**src/rtl/sram_dual_req_arbiter_if.sv**
```systemverilog
// Requester/response channels and the 1W1R SRAM macro port of sram_dual_req_arbiter.
// slave = arbiter side; master = clients plus SRAM macro side.
interface sram_dual_req_arbiter_if #(
  parameter int ADDR_W = 10,
  parameter int DATA_W = 32,
  parameter int MASK_W = 4
);
  logic              req0_valid, req1_valid;
  logic              req0_ready, req1_ready;
  logic              req0_write, req1_write;
  logic [ADDR_W-1:0] req0_addr,  req1_addr;
  logic [DATA_W-1:0] req0_wdata, req1_wdata;
  logic [MASK_W-1:0] req0_wmask, req1_wmask;
  logic              rsp0_valid, rsp1_valid;
  logic              rsp0_ready, rsp1_ready;
  logic [DATA_W-1:0] rsp0_rdata, rsp1_rdata;
  logic              W0_en;
  logic [ADDR_W-1:0] W0_addr;
  logic [DATA_W-1:0] W0_data;
  logic [MASK_W-1:0] W0_mask;
  logic              R0_en;
  logic [ADDR_W-1:0] R0_addr;
  logic [DATA_W-1:0] R0_data;

  modport slave (
    input  req0_valid, req1_valid, req0_write, req1_write, req0_addr, req1_addr,
           req0_wdata, req1_wdata, req0_wmask, req1_wmask, rsp0_ready, rsp1_ready, R0_data,
    output req0_ready, req1_ready, rsp0_valid, rsp1_valid, rsp0_rdata, rsp1_rdata,
           W0_en, W0_addr, W0_data, W0_mask, R0_en, R0_addr
  );

  modport master (
    output req0_valid, req1_valid, req0_write, req1_write, req0_addr, req1_addr,
           req0_wdata, req1_wdata, req0_wmask, req1_wmask, rsp0_ready, rsp1_ready, R0_data,
    input  req0_ready, req1_ready, rsp0_valid, rsp1_valid, rsp0_rdata, rsp1_rdata,
           W0_en, W0_addr, W0_data, W0_mask, R0_en, R0_addr
  );
endinterface

```
**src/rtl/sram_dual_req_arbiter.sv**
```systemverilog
// Shares one 1W1R byte-masked SRAM between two requesters: independent write/read arbitration,
// posted writes, per-requester response FIFOs. Define SRAM_ARB_FIXED_PRIO_EN for fixed priority (req0 wins).
module sram_dual_req_arbiter #(
  parameter int ADDR_W    = 10,
  parameter int DATA_W    = 32,
  parameter int MASK_W    = 4,
  parameter int RSP_DEPTH = 3
) (
  input  logic                   clock,
  input  logic                   reset_n,
  sram_dual_req_arbiter_if.slave bus
);
  localparam int CNT_W = $clog2(RSP_DEPTH + 1);
  localparam int PTR_W = (RSP_DEPTH > 1) ? $clog2(RSP_DEPTH) : 1;

  logic [1:0]        req_valid, req_write, rsp_ready;
  logic [ADDR_W-1:0] req_addr  [2];
  logic [DATA_W-1:0] req_wdata [2];
  logic [MASK_W-1:0] req_wmask [2];

  assign req_valid    = {bus.req1_valid, bus.req0_valid};
  assign req_write    = {bus.req1_write, bus.req0_write};
  assign rsp_ready    = {bus.rsp1_ready, bus.rsp0_ready};
  assign req_addr[0]  = bus.req0_addr;
  assign req_addr[1]  = bus.req1_addr;
  assign req_wdata[0] = bus.req0_wdata;
  assign req_wdata[1] = bus.req1_wdata;
  assign req_wmask[0] = bus.req0_wmask;
  assign req_wmask[1] = bus.req1_wmask;

  logic [1:0]        wr_cand, rd_cand, wr_gnt, rd_gnt;
  logic [1:0]        credit, inflight_n, push, pop;
  logic              inflight_q, inflight_d;
  logic              inflight_id_q, inflight_id_d;
  logic [CNT_W-1:0]  cnt_q    [2], cnt_d    [2];
  logic [PTR_W-1:0]  wr_ptr_q [2], wr_ptr_d [2];
  logic [PTR_W-1:0]  rd_ptr_q [2], rd_ptr_d [2];
  logic [DATA_W-1:0] fifo_mem [2][RSP_DEPTH];

  function automatic logic [PTR_W-1:0] next_ptr(input logic [PTR_W-1:0] p);
    return (p == PTR_W'(RSP_DEPTH - 1)) ? '0 : p + 1'b1;
  endfunction

  // A read is only eligible while its response has a guaranteed FIFO slot, in-flight read included.
  always_comb begin
    for (int n = 0; n < 2; n++) begin
      inflight_n[n] = inflight_q && (inflight_id_q == 1'(n));
      credit[n]     = (32'(cnt_q[n]) + 32'(inflight_n[n])) < RSP_DEPTH;
    end
    wr_cand = req_valid & req_write & {2{reset_n}};
    rd_cand = req_valid & ~req_write & credit & {2{reset_n}};
  end

`ifdef SRAM_ARB_FIXED_PRIO_EN
  function automatic logic [1:0] pick(input logic [1:0] cand);
    return cand[0] ? 2'b01 : {cand[1], 1'b0};
  endfunction

  assign wr_gnt = pick(wr_cand);
  assign rd_gnt = pick(rd_cand);
`else
  logic wr_last_q, wr_last_d;
  logic rd_last_q, rd_last_d;

  // On a tie the requester that did not win last time is served.
  function automatic logic [1:0] pick(input logic [1:0] cand, input logic last);
    return (&cand) ? (last ? 2'b01 : 2'b10) : cand;
  endfunction

  assign wr_gnt = pick(wr_cand, wr_last_q);
  assign rd_gnt = pick(rd_cand, rd_last_q);

  always_comb begin
    wr_last_d = (|wr_gnt) ? wr_gnt[1] : wr_last_q;
    rd_last_d = (|rd_gnt) ? rd_gnt[1] : rd_last_q;
  end

  always_ff @(posedge clock or negedge reset_n) begin
    if (!reset_n) begin
      wr_last_q <= 1'b1;
      rd_last_q <= 1'b1;
    end else begin
      wr_last_q <= wr_last_d;
      rd_last_q <= rd_last_d;
    end
  end
`endif

  // NOTE: every output is given a default before the if-chain so no path leaves one unassigned (no latch).
  always_comb begin
    bus.W0_en   = |wr_gnt;
    bus.W0_addr = '0;
    bus.W0_data = '0;
    bus.W0_mask = '0;
    bus.R0_en   = |rd_gnt;
    bus.R0_addr = '0;
    for (int n = 0; n < 2; n++) begin
      if (wr_gnt[n]) begin
        bus.W0_addr = req_addr[n];
        bus.W0_data = req_wdata[n];
        bus.W0_mask = req_wmask[n];
      end
      if (rd_gnt[n]) bus.R0_addr = req_addr[n];
    end
    bus.req0_ready = wr_gnt[0] | rd_gnt[0];
    bus.req1_ready = wr_gnt[1] | rd_gnt[1];
  end

  // R0_data belongs to the read issued last cycle; it lands in that requester's FIFO.
  always_comb begin
    inflight_d    = |rd_gnt;
    inflight_id_d = rd_gnt[1];
    for (int n = 0; n < 2; n++) begin
      push[n]     = inflight_n[n];
      pop[n]      = (cnt_q[n] != '0) && rsp_ready[n];
      cnt_d[n]    = cnt_q[n] + CNT_W'(push[n]) - CNT_W'(pop[n]);
      wr_ptr_d[n] = push[n] ? next_ptr(wr_ptr_q[n]) : wr_ptr_q[n];
      rd_ptr_d[n] = pop[n]  ? next_ptr(rd_ptr_q[n]) : rd_ptr_q[n];
    end
  end

  always_comb begin
    bus.rsp0_valid = cnt_q[0] != '0;
    bus.rsp1_valid = cnt_q[1] != '0;
    bus.rsp0_rdata = bus.rsp0_valid ? fifo_mem[0][rd_ptr_q[0]] : '0;
    bus.rsp1_rdata = bus.rsp1_valid ? fifo_mem[1][rd_ptr_q[1]] : '0;
  end

  // NOTE: state flops use non-blocking assignments so every flop samples pre-edge values.
  always_ff @(posedge clock or negedge reset_n) begin
    if (!reset_n) begin
      inflight_q    <= 1'b0;
      inflight_id_q <= 1'b0;
      for (int n = 0; n < 2; n++) begin
        cnt_q[n]    <= '0;
        wr_ptr_q[n] <= '0;
        rd_ptr_q[n] <= '0;
      end
    end else begin
      inflight_q    <= inflight_d;
      inflight_id_q <= inflight_id_d;
      for (int n = 0; n < 2; n++) begin
        cnt_q[n]    <= cnt_d[n];
        wr_ptr_q[n] <= wr_ptr_d[n];
        rd_ptr_q[n] <= rd_ptr_d[n];
      end
    end
  end

  // NOTE: FIFO storage is not reset; cnt_q alone marks valid entries and rdata is forced to 0 when empty.
  always_ff @(posedge clock) begin
    for (int n = 0; n < 2; n++) begin
      if (push[n]) fifo_mem[n][wr_ptr_q[n]] <= bus.R0_data;
    end
  end
endmodule

```
**src/flat_wrapper.sv**
```systemverilog
// flat-port wrapper written by rule: the top's interface ports become plain ports
module sram_dual_req_arbiter_flat 
#(
  parameter int ADDR_W    = 10,
  parameter int DATA_W    = 32,
  parameter int MASK_W    = 4,
  parameter int RSP_DEPTH = 3
)
  (clock, reset_n, bus_req0_valid, bus_req1_valid, bus_req0_write, bus_req1_write, bus_req0_addr, bus_req1_addr, bus_req0_wdata, bus_req1_wdata, bus_req0_wmask, bus_req1_wmask, bus_rsp0_ready, bus_rsp1_ready, bus_R0_data, bus_req0_ready, bus_req1_ready, bus_rsp0_valid, bus_rsp1_valid, bus_rsp0_rdata, bus_rsp1_rdata, bus_W0_en, bus_W0_addr, bus_W0_data, bus_W0_mask, bus_R0_en, bus_R0_addr);
  sram_dual_req_arbiter_if #(.ADDR_W(ADDR_W), .DATA_W(DATA_W), .MASK_W(MASK_W)) bus_i ();
  input  logic clock;
  input  logic reset_n;
  input wire logic [$bits(bus_i.req0_valid)-1:0] bus_req0_valid;
  input wire logic [$bits(bus_i.req1_valid)-1:0] bus_req1_valid;
  input wire logic [$bits(bus_i.req0_write)-1:0] bus_req0_write;
  input wire logic [$bits(bus_i.req1_write)-1:0] bus_req1_write;
  input wire logic [$bits(bus_i.req0_addr)-1:0] bus_req0_addr;
  input wire logic [$bits(bus_i.req1_addr)-1:0] bus_req1_addr;
  input wire logic [$bits(bus_i.req0_wdata)-1:0] bus_req0_wdata;
  input wire logic [$bits(bus_i.req1_wdata)-1:0] bus_req1_wdata;
  input wire logic [$bits(bus_i.req0_wmask)-1:0] bus_req0_wmask;
  input wire logic [$bits(bus_i.req1_wmask)-1:0] bus_req1_wmask;
  input wire logic [$bits(bus_i.rsp0_ready)-1:0] bus_rsp0_ready;
  input wire logic [$bits(bus_i.rsp1_ready)-1:0] bus_rsp1_ready;
  input wire logic [$bits(bus_i.R0_data)-1:0] bus_R0_data;
  output wire logic [$bits(bus_i.req0_ready)-1:0] bus_req0_ready;
  output wire logic [$bits(bus_i.req1_ready)-1:0] bus_req1_ready;
  output wire logic [$bits(bus_i.rsp0_valid)-1:0] bus_rsp0_valid;
  output wire logic [$bits(bus_i.rsp1_valid)-1:0] bus_rsp1_valid;
  output wire logic [$bits(bus_i.rsp0_rdata)-1:0] bus_rsp0_rdata;
  output wire logic [$bits(bus_i.rsp1_rdata)-1:0] bus_rsp1_rdata;
  output wire logic [$bits(bus_i.W0_en)-1:0] bus_W0_en;
  output wire logic [$bits(bus_i.W0_addr)-1:0] bus_W0_addr;
  output wire logic [$bits(bus_i.W0_data)-1:0] bus_W0_data;
  output wire logic [$bits(bus_i.W0_mask)-1:0] bus_W0_mask;
  output wire logic [$bits(bus_i.R0_en)-1:0] bus_R0_en;
  output wire logic [$bits(bus_i.R0_addr)-1:0] bus_R0_addr;
  assign bus_i.req0_valid = bus_req0_valid;
  assign bus_i.req1_valid = bus_req1_valid;
  assign bus_i.req0_write = bus_req0_write;
  assign bus_i.req1_write = bus_req1_write;
  assign bus_i.req0_addr = bus_req0_addr;
  assign bus_i.req1_addr = bus_req1_addr;
  assign bus_i.req0_wdata = bus_req0_wdata;
  assign bus_i.req1_wdata = bus_req1_wdata;
  assign bus_i.req0_wmask = bus_req0_wmask;
  assign bus_i.req1_wmask = bus_req1_wmask;
  assign bus_i.rsp0_ready = bus_rsp0_ready;
  assign bus_i.rsp1_ready = bus_rsp1_ready;
  assign bus_i.R0_data = bus_R0_data;
  assign bus_req0_ready = bus_i.req0_ready;
  assign bus_req1_ready = bus_i.req1_ready;
  assign bus_rsp0_valid = bus_i.rsp0_valid;
  assign bus_rsp1_valid = bus_i.rsp1_valid;
  assign bus_rsp0_rdata = bus_i.rsp0_rdata;
  assign bus_rsp1_rdata = bus_i.rsp1_rdata;
  assign bus_W0_en = bus_i.W0_en;
  assign bus_W0_addr = bus_i.W0_addr;
  assign bus_W0_data = bus_i.W0_data;
  assign bus_W0_mask = bus_i.W0_mask;
  assign bus_R0_en = bus_i.R0_en;
  assign bus_R0_addr = bus_i.R0_addr;
  sram_dual_req_arbiter #(.ADDR_W(ADDR_W), .DATA_W(DATA_W), .MASK_W(MASK_W), .RSP_DEPTH(RSP_DEPTH)) u_core (.clock(clock), .reset_n(reset_n), .bus(bus_i));
endmodule
```
**config.mk**
```make
export PLATFORM = sky130hd
export DESIGN_NAME = sram_dual_req_arbiter_flat
export DESIGN_NICKNAME = d
export VERILOG_FILES = /design/src/rtl/sram_dual_req_arbiter_if.sv /design/src/rtl/sram_dual_req_arbiter.sv /design/src/flat_wrapper.sv
export SDC_FILE = /design/constraint.sdc
export NUM_CORES = 1
export LEC_CHECK = 0
export ABC_AREA = 1
export BUFFER_PORTS_ARGS = -buffer_cell sky130_fd_sc_hd__buf_2
export CAP_MARGIN = 20
export CORE_ASPECT_RATIO = 0.5
export CORE_MARGIN = 3
export CORE_UTILIZATION = 58
export CTS_BUF_LIST = sky130_fd_sc_hd__clkbuf_2 sky130_fd_sc_hd__clkbuf_4 sky130_fd_sc_hd__clkbuf_8
export CTS_CLUSTER_DIAMETER = 60
export DETAILED_ROUTE_END_ITERATION = 8
export PLACE_DENSITY = 0.87
export RECOVER_POWER = 25
export SETUP_SLACK_MARGIN = 0.5
export SLEW_MARGIN = 25
export SYNTH_ARGS = -nofsm -noshare
export SYNTH_HDL_FRONTEND = slang
export SYNTH_SLANG_ARGS = --single-unit
```
**constraint.sdc**
```tcl
create_clock -name clock -period 5.75 [get_ports clock]
set_clock_uncertainty 0.2 [all_clocks]
set_input_delay 1.15 -clock clock [delete_from_list [all_inputs] [get_ports clock]]
set_output_delay 1.15 -clock clock [all_outputs]
set_load 0.005 [all_outputs]
```
Word level (Yosys, flattened, before mapping)
Memories as Yosys holds them, arrays and structs flattened.
Index checks and enable logic that the tools add are counted.
{"block": "op_classes", "magnitude_cmp": 8, "reduce_logical": 13, "n_eq_ne": 4, "muxes": 35, "n_addsub": 10, "bitwise_logic": 13}
{"operator": "two-way mux 96 bit", "count": 4}
{"operator": "two-way mux 32 bit", "count": 10}
{"operator": "binary-select mux 32 bit (select 2 bit)", "count": 2}
{"operator": "demux 32 bit (select 2 bit)", "count": 2}
{"operator": "OR reduction 96 bit", "count": 1}
{"operator": "less-than comparator 32 x 2 -> 1 bit (second input constant)", "count": 2}
{"operator": "two-way mux 10 bit", "count": 4}
{"operator": "two-way mux 2 bit", "count": 8}
{"operator": ">= comparator 3 bit (second input constant)", "count": 4}
{"operator": "NOT 2 -> 3 bit", "count": 4}
{"operator": "bitwise AND 2 bit", "count": 5}
{"operator": "adder 2 x 1 -> 2 bit (second input constant)", "count": 4}
{"operator": "equality test 2 bit (second input constant)", "count": 4}
{"operator": "two-way mux 4 bit", "count": 2}
{"operator": "adder 2 x 1 -> 3 bit", "count": 2}
{"operator": "logical AND 1 bit", "count": 6}
{"operator": "less-than comparator 3 x 1 -> 1 bit (second input constant)", "count": 2}
{"operator": "adder 2 x 1 -> 2 bit", "count": 2}
{"operator": "AND reduction 2 bit", "count": 2}
{"operator": "nonzero test 2 bit", "count": 2}
{"operator": "OR reduction 2 bit", "count": 2}
{"operator": "subtractor 2 x 1 -> 2 bit", "count": 2}
{"operator": "two-way mux 1 bit", "count": 3}
{"operator": "NOT 2 bit", "count": 1}
{"operator": "2 further kinds", "count": 3}
{"block": "totals", "in_bits": 132, "ram_bits": 192, "regBits": 16, "elab_cells": 94, "output_inout_bits": 126, "mem_count": 1}
{"name": "u_core.fifo_mem", "depth": 2, "word_bits": 96, "read_ports": 2, "rd_clocked_by_memory_dff": 0, "wr": 1, "line_no": "sram_dual_req_arbiter.sv:38", "text": "logic [DATA_W-1:0] fifo_mem [2][RSP_DEPTH];"}

Depth between registers and ports, before layout
Gate-level depths: netlist of run 1.
{"block": "logic_depth", "ltp_word": 10, "mapped_depth": 11}

Worst setup path after synthesis of run 1
OpenSTA, ideal clock, no wires.
{"block": "synth_timing", "kind": "register to register", "start": "reg u_core.inflight_id_q", "end": "mem u_core.fifo_mem[0][64] (netlist bit), enable pin", "arrival_time_ps": 2851, "n_path_buf": 0, "path_slack_ps": 2235, "period_less_slack_ps": 3515, "path_stages_with_launch": 4, "path_cell_list": "dfrtp_1 inv_1 nand2_1 nor3_1"}
{"block": "synth_between", "elab_chain_len": 5}
{"element": "start: declaration", "line_no": "sram_dual_req_arbiter.sv:34", "text": "logic inflight_id_q, inflight_id_d;"}
{"element": "start signal: assignment", "line_no": "sram_dual_req_arbiter.sv:141", "text": "inflight_id_q <= inflight_id_d;"}
{"element": "logical AND 1 bit or NOT 1 bit (tied branches)", "line_no": "sram_dual_req_arbiter.sv:47", "text": "inflight_n[n] = inflight_q && (inflight_id_q == 1'(n));"}
{"element": "two-way mux 1 bit or logical AND 1 bit (tied branches)", "line_no": "sram_dual_req_arbiter.sv:153, sram_dual_req_arbiter.sv:47"}
{"element": "two-way mux 96 bit (not written as such) or two-way mux 1 bit (tied branches)", "line_no": "sram_dual_req_arbiter.sv:153", "text": "if (push[n]) fifo_mem[n][wr_ptr_q[n]] <= bus.R0_data;"}
{"element": "OR reduction 96 bit (no source line) or two-way mux 96 bit (tied branches)"}
{"element": "two-way mux 1 bit (no source line) or two-way mux 96 bit (tied branches)"}
{"element": "end: declaration", "line_no": "sram_dual_req_arbiter.sv:38"}
Several ways; a longest one is shown, not always the timed one.

Worst setup path in the final report of run 1
{"block": "layout_timing", "start": "in reset_n", "end": "out bus_R0_en"}
{"block": "layout_between", "elab_chain_len": 4}
{"element": "start: declaration", "line_no": "flat_wrapper.sv:12", "text": "input logic reset_n;"}
{"element": "bitwise AND 2 bit (*)", "line_no": "sram_dual_req_arbiter.sv:51", "text": "rd_cand = req_valid & ~req_write & credit & {2{reset_n}};"}
{"element": "AND reduction 2 bit", "line_no": "sram_dual_req_arbiter.sv:67", "text": "return (&cand) ? (last ? 2'b01 : 2'b10) : cand;"}
{"element": "two-way mux 2 bit (*)", "line_no": "sram_dual_req_arbiter.sv:67"}
{"element": "OR reduction 2 bit (*)", "line_no": "sram_dual_req_arbiter.sv:95", "text": "bus.R0_en = |rd_gnt;"}
{"element": "end: declaration", "line_no": "flat_wrapper.sv:36", "text": "output wire logic [$bits(bus_i.R0_en)-1:0] bus_R0_en;"}
Mark *: on every way between the ends. The rest lies on a longest branch, timed or not.

==> results of run 1 <==
==> sequential cells by signal, summed over array words and instances, names as in the netlist <==
register	flops
u_core.cnt_q	4
u_core.fifo_mem	192
u_core.inflight_id_q	1
u_core.inflight_q	1
u_core.rd_last_q	1
u_core.rd_ptr_q	4
u_core.wr_last_q	1
u_core.wr_ptr_q	4
==> routing by layer <==
layer	vias up	track usage	part of all wire
li1	3451	-	-
met1	3539	0.361	0.35
met2	500	0.509	0.50
met3	90	0.0600	0.11
met4	6	0.117	0.036
met5	-	0	0.0013
==> through the flow <==
step / worst slack, ns / utilization / power [mW]
2_1_floorplan: 2.24 / - / 2.85
3_5_place_dp: 1.29 / 0.710 / 3.59
5_1_grt: 0.704 / 0.752 / 5.04
3_3_place_gp: 1.35 / 0.710 / 3.51
6_report: 1.01 / 0.752 / 4.75
4_1_cts: 1.30 / 0.748 / 4.74
==> area by class of cell <==
cell class | count | area (um2) | share of cell area
multi-input cells | 564 | 2410 | 0.216
clock inverters | 12 | 100 | 0.00896
clock buffers | 38 | 467 | 0.0418
flip-flops and latches | 208 | 6170 | 0.552
inverters | 92 | 348 | 0.0311
repair buffers | 272 | 1430 | 0.128
diodes | 1 | 2.50 | 0.000224
well taps | 198 | 248 | 0.0222
==> worst max-delay path, delay by kind of cell <==
kind | cells | cell delay [ns]
buffers and inverters | 3 | 0.92
and+or+nand+nor | 5 | 1.32
==> final timing paths <==
path | slack (ns) | cells after the start | to | start
max reg2reg | 3.33 | 4 | u_core.fifo_mem[0][16]$_DFFE_PP_ | u_core.inflight_id_q$_DFF_PN0_
min in group asynchronous | 0.55 | 1 | u_core.rd_ptr_q[2]$_DFFE_PN0P_ | reset_n
max | 1.01 | 8 | bus_R0_en | reset_n
max in group asynchronous | 4.20 | 1 | u_core.inflight_q$_DFF_PN0_ | reset_n
min | 0.38 | 1 | u_core.cnt_q[0]$_DFF_PN0_ | u_core.cnt_q[0]$_DFF_PN0_
min reg2reg | 0.38 | 1 | u_core.cnt_q[0]$_DFF_PN0_ | u_core.cnt_q[0]$_DFF_PN0_
==> kinds of logic (layout without fill, tap and decap cells) <==
logic type,after synthesis,after routing,share of synthesized area
AOI/OAI and AO/OA,15,15,0.0102
xor gates and xnor gates,4,4,0.00387
adders and majority gates,4,4,0.00552
buffers and inverters,129,414,0.0594
DFF,208,208,0.680
other,0,1,0
and+or+nand+nor,541,541,0.241
==> where the power goes <==
group	internal, mW	total, mW	switching (mW)
sequential	1.79	1.87	0.0744
combinational	0.606	1.75	1.15
clock	0.615	1.13	0.514
total	3.01	4.75	1.73
==> layout by cell type (no fill, tap or decap), drive strengths merged, types with 3 or more instances in the layout <==
master	instances
clkbuf	64
o21ai	8
buf	246
inv	92
a21oi	3
dfrtp	14
edfxtp	192
o21bai	3
nand3	91
nor2	16
ha	4
nand2	429
clkinv	10
nor3	5
==> run_results.csv, run 1 <==
group,metric,value,unit
yosys,synth-seq-area-share,0.680,
sta,timing.fmax,0.211,GHz
global_route,grt_overflow,0,
placed_design,finalWeightedCongestion,1.00,
sta,rsz0062_at_grt,"false",
cts,clk_path_buf_depth,3,
yosys,synth_cell_types,26,
cts,post_cts_resized,0,
routing,finalWirelength,26.5,mm
yosys,postSynthCellCount,901,
placed_design,portBuffers,257,
global_route,antenna_found_initial,3,
yosys,synth_common_cells,"nand2_1, edfxtp_1, nand3_1, inv_1, buf_2",
sta,finalSetupTns,0,ns
worst_setup_path,crit_type,"input pin to output pin",
worst_setup_path,slowest_stage,"clkbuf_1",
yosys,async_reset_ff_frac,0.0769,
sta,worst_slew_pin_slew,0.977,ns
yosys,synthFlopType,"edfxtp_1",
worst_setup_path,crit_path_start_kind,"input pin",
worst_setup_path,cpPeakStageDelay,0.71,ns
worst_hold_path,worstHoldPathType,"flop to flop",
yosys,synth_nets,1037,
yosys,yosysTopAreaCellShare,0.636,
yosys,ys_warn_count,0,
floorplanning,design.die.area,17300,um2
sta,final-hold-violation-count,0,
worst_setup_path,end_kind,"output pin",
sta,setup_violations,0,
cts,cts_buffers,29,
worst_setup_path,worst-path-max-fanout,19,
floorplanning,die_h,94.4,um
pwr,leakage,5.37,nW
yosys,yosys-top-cells-area,"edfxtp_1, nand2_1, nand3_1",
cells_and_area,instances_no_fill,1385,
routing,vias,7586,
routing,route.detailed.drc,0,
worst_setup_path,path_cells,"clkbuf_1 -> nand2_1 -> nor3_2 -> inv_1 -> nor2_2 -> nand2_1 -> nand2_1 -> buf_2",
outcome,status,"finished, final reports clean",
cells_and_area,fin_nets,1303,
floorplanning,ios,258,
global_route,grtUsageTotal,0.290,
placed_design,post-dp-hpwl,17.1,mm
placed_design,place_inst,1331,
routing,wl_per_cell,19.1,um
cts,cts_tree,"built",
yosys,syn_avg_cell_area,10.1,um2
cts,clk_latency,0.53,ns
yosys,synth_edf_count,192,
cts,post_cts_buffers,0,
floorplanning,rows,31,
pwr,power.density,425,nW/um2
cts,cts.hold.buffers_added,0,
cts,cts-root-buf,"clkbuf_8",
yosys,synth.most_common_cell,"nand2_1",
yosys,yosys.area.top_type,"edfxtp_1",
sta,holdWs,0.383,ns
global_route,grt_pass1_wl,38.5,mm
cts,clkTransAtPathRegs,0.06,ns
routing,ant_nets,0,
worst_setup_path,arrival,3.39,ns
cells_and_area,nFillCells,936,
floorplanning,core_area,14900,um2
worst_setup_path,cp_common_cell,"nand2_1",
routing,viasPerCell,5.48,
global_route,grt_pass1_vias,7254,
yosys,synth-seq-cells,208,
cts,clock-sinks,208,
routing,drt_first_pass_iters,8,
cells_and_area,drive_above_1_share,0.264,
sta,period_share,0.825,
routing,drtIter0Drc,787,
sta,slew_headroom,0.349,
floorplanning,start_util,0.610,
sta,fin_crit,4.74,ns
pwr,irDropWorstVdd,0.233,mV
cells_and_area,area_growth,23.2,%
placed_design,dpl-instance-area,10500,um2
cells_and_area,fin_area,11200,um2
sta,drv_slew,0,
floorplanning,chipWidth,183,um
yosys,netlist_area,9060,um2
cts,htree_levels,1,
worst_setup_path,cp.required,4.40,ns
global_route,grt_max_degree,49,
run,cap_viol_max_count,0,
Power figures use the tool's default switching activity.
==> run 2, diff against run 1 <==
--- a/config.mk
+++ b/config.mk
@@ -10,11 +10,11 @@
 export CAP_MARGIN = 20
 export CORE_ASPECT_RATIO = 0.5
 export CORE_MARGIN = 3
-export CORE_UTILIZATION = 58
+export CORE_UTILIZATION = 54
 export CTS_BUF_LIST = sky130_fd_sc_hd__clkbuf_2 sky130_fd_sc_hd__clkbuf_4 sky130_fd_sc_hd__clkbuf_8
 export CTS_CLUSTER_DIAMETER = 60
 export DETAILED_ROUTE_END_ITERATION = 8
-export PLACE_DENSITY = 0.87
+export PLACE_DENSITY = 0.81
 export RECOVER_POWER = 25
 export SETUP_SLACK_MARGIN = 0.5
 export SLEW_MARGIN = 25
==> constraint.sdc (replaced) <==
create_clock -name clock -period 4.6 [get_ports clock]
set_clock_uncertainty 0.2 [all_clocks]
set_input_delay 0.92 -clock clock [delete_from_list [all_inputs] [get_ports clock]]
set_output_delay 0.92 -clock clock [all_outputs]
set_load 0.005 [all_outputs]
==> run_results.csv, run 2 (synthesized netlist as in run 1, its figures left out) <==
group,metric,value,unit
sta,rsz0062_at_grt,"false",
cts,post_cts_resized,0,
routing,vias,7259,
pwr,leakage,5.32,nW
placed_design,pre_cts_ws,0.915,ns
routing,drtIter0Drc,489,
worst_setup_path,reg2reg_slack,2.35,ns
floorplanning,die_h,97.6,um
routing,ant_nets,0,
outcome,status,"finished, final reports clean",
sta,holdWs,0.109,ns
cts,cts_buffers,28,
worst_hold_path,worstHoldPathType,"input pin to asynchronous set/reset pin",
cells_and_area,final_cell_mix,"nand2_1, buf_2, edfxtp_1",
worst_setup_path,ff2ff_path_depth,3,
worst_setup_path,end_kind,"output pin",
cts,cts_tree,"built",
worst_setup_path,crit_path_start_kind,"input pin",
sta,timing.fmax,0.270,GHz
cts,clock-sinks,208,
pwr,power.density,515,nW/um2
cts,clkTransAtPathRegs,0.07,ns
cells_and_area,fin_nets,1302,
sta,fin_crit,3.70,ns
cells_and_area,layout_commonest_cell,"nand2_1",
sta,drv_slew,0,
cells_and_area,area_growth,22.5,%
cells_and_area,nFillCells,1200,
global_route,grtUsageTotal,0.270,
global_route,grt_pass1_wl,39.1,mm
worst_setup_path,r2r_end,"u_core.fifo_mem[0][139]$_DFFE_PP_",
global_route,grt_max_degree,49,
pwr,p_total,5.72,mW
placed_design,post-dp-hpwl,17.5,mm
sta,setup_violations,0,
routing,wl_per_cell,18.0,um
sta,final-hold-violation-count,0,
cts,clk_path_buf_depth,3,
placed_design,portBuffers,257,
sta,period_share,0.805,
worst_setup_path,worst-path-max-fanout,19,
cells_and_area,largest_reg_flops,192,
routing,drt_first_pass_iters,5,
worst_setup_path,cp.required,3.48,ns
cts,post_cts_buffers,0,
cells_and_area,drive_above_1_share,0.263,
placed_design,finalWeightedCongestion,0.915,
cts,clk_latency,0.54,ns
routing,route.detailed.drc,0,
global_route,grt_pass1_vias,7387,
run,cap_viol_max_count,0,
global_route,antenna_found_initial,7,
floorplanning,chipWidth,189,um
cts,htree_levels,1,
floorplanning,start_util,0.570,
cts,cts.hold.buffers_added,0,
worst_setup_path,reg2reg_from,"u_core.inflight_q$_DFF_PN0_",
pwr,irDropWorstVdd,0.316,mV
global_route,grt_overflow,0,
sta,slew_headroom,0.304,
cts,cts-root-buf,"clkbuf_8",
floorplanning,design.die.area,18500,um2
worst_setup_path,crit_type,"input pin to output pin",
sta,worst_slew_pin_slew,1.04,ns
sta,finalSetupTns,0,ns
floorplanning,core_area,15900,um2
routing,finalWirelength,25.4,mm
worst_setup_path,arrival,2.58,ns
routing,viasPerCell,5.16,
floorplanning,rows,32,
sta,setup_ws,0.897,ns
floorplanning,ios,258,
-- run 2: routing by layer --
| layer | track usage | share of wire |
|---|---|---|
| met3 | 0.0533 | 0.078 |
| met2 | 0.463 | 0.50 |
| met5 | 0 | 0.00079 |
| met4 | 0.114 | 0.033 |
| met1 | 0.337 | 0.39 |
-- run 2: metrics by stage --
step / utilization / instance area (um2) / instances
4_1_cts: 0.696 / 11100 / 1400
5_1_grt: 0.698 / 11100 / 1408
3_5_place_dp: 0.665 / 10600 / 1355
6_report: 0.698 / 11100 / 1408
2_1_floorplan: - / 9060 / 901
3_3_place_gp: 0.665 / 10600 / 1355
-- run 2: final cells by class --
cell class / instances / area (um2) / area share
clock inverters: 10 / 52.6 / 0.00473
well taps: 221 / 277 / 0.0249
multi-input cells: 564 / 2400 / 0.216
flip-flops and latches: 208 / 6170 / 0.556
repair buffers: 272 / 1400 / 0.126
inverters: 92 / 348 / 0.0313
diodes: 6 / 15.0 / 0.00135
clock buffers: 35 / 438 / 0.0395
-- run 2: worst max path at each step --
stage                                               from                                to
after global routing      u_core.rd_ptr_q[3]$_DFFE_PN0P_                bus_rsp0_rdata[18]
final                                            reset_n                         bus_R0_en
after detailed placement                         reset_n                         bus_R0_en
after global placement                           reset_n                         bus_R0_en
after CTS                 u_core.rd_ptr_q[2]$_DFFE_PN0P_                bus_rsp0_rdata[19]
after floorplan           u_core.inflight_id_q$_DFF_PN0_  u_core.fifo_mem[0][64]$_DFFE_PP_
-- run 2: critical path, cell delays in order --
cell     delay, ns
buf_2         0.35
nand2_1       0.17
nor3_2        0.16
inv_1         0.07
nor2_2        0.51
nand2_1       0.14
nand2_1       0.13
buf_2         0.12
-- run 2: where the power goes --
part           total [mW]  internal (mW)  switching [mW]
sequential           2.33           2.24          0.0887
combinational        2.13          0.758            1.37
clock                1.26          0.620           0.637
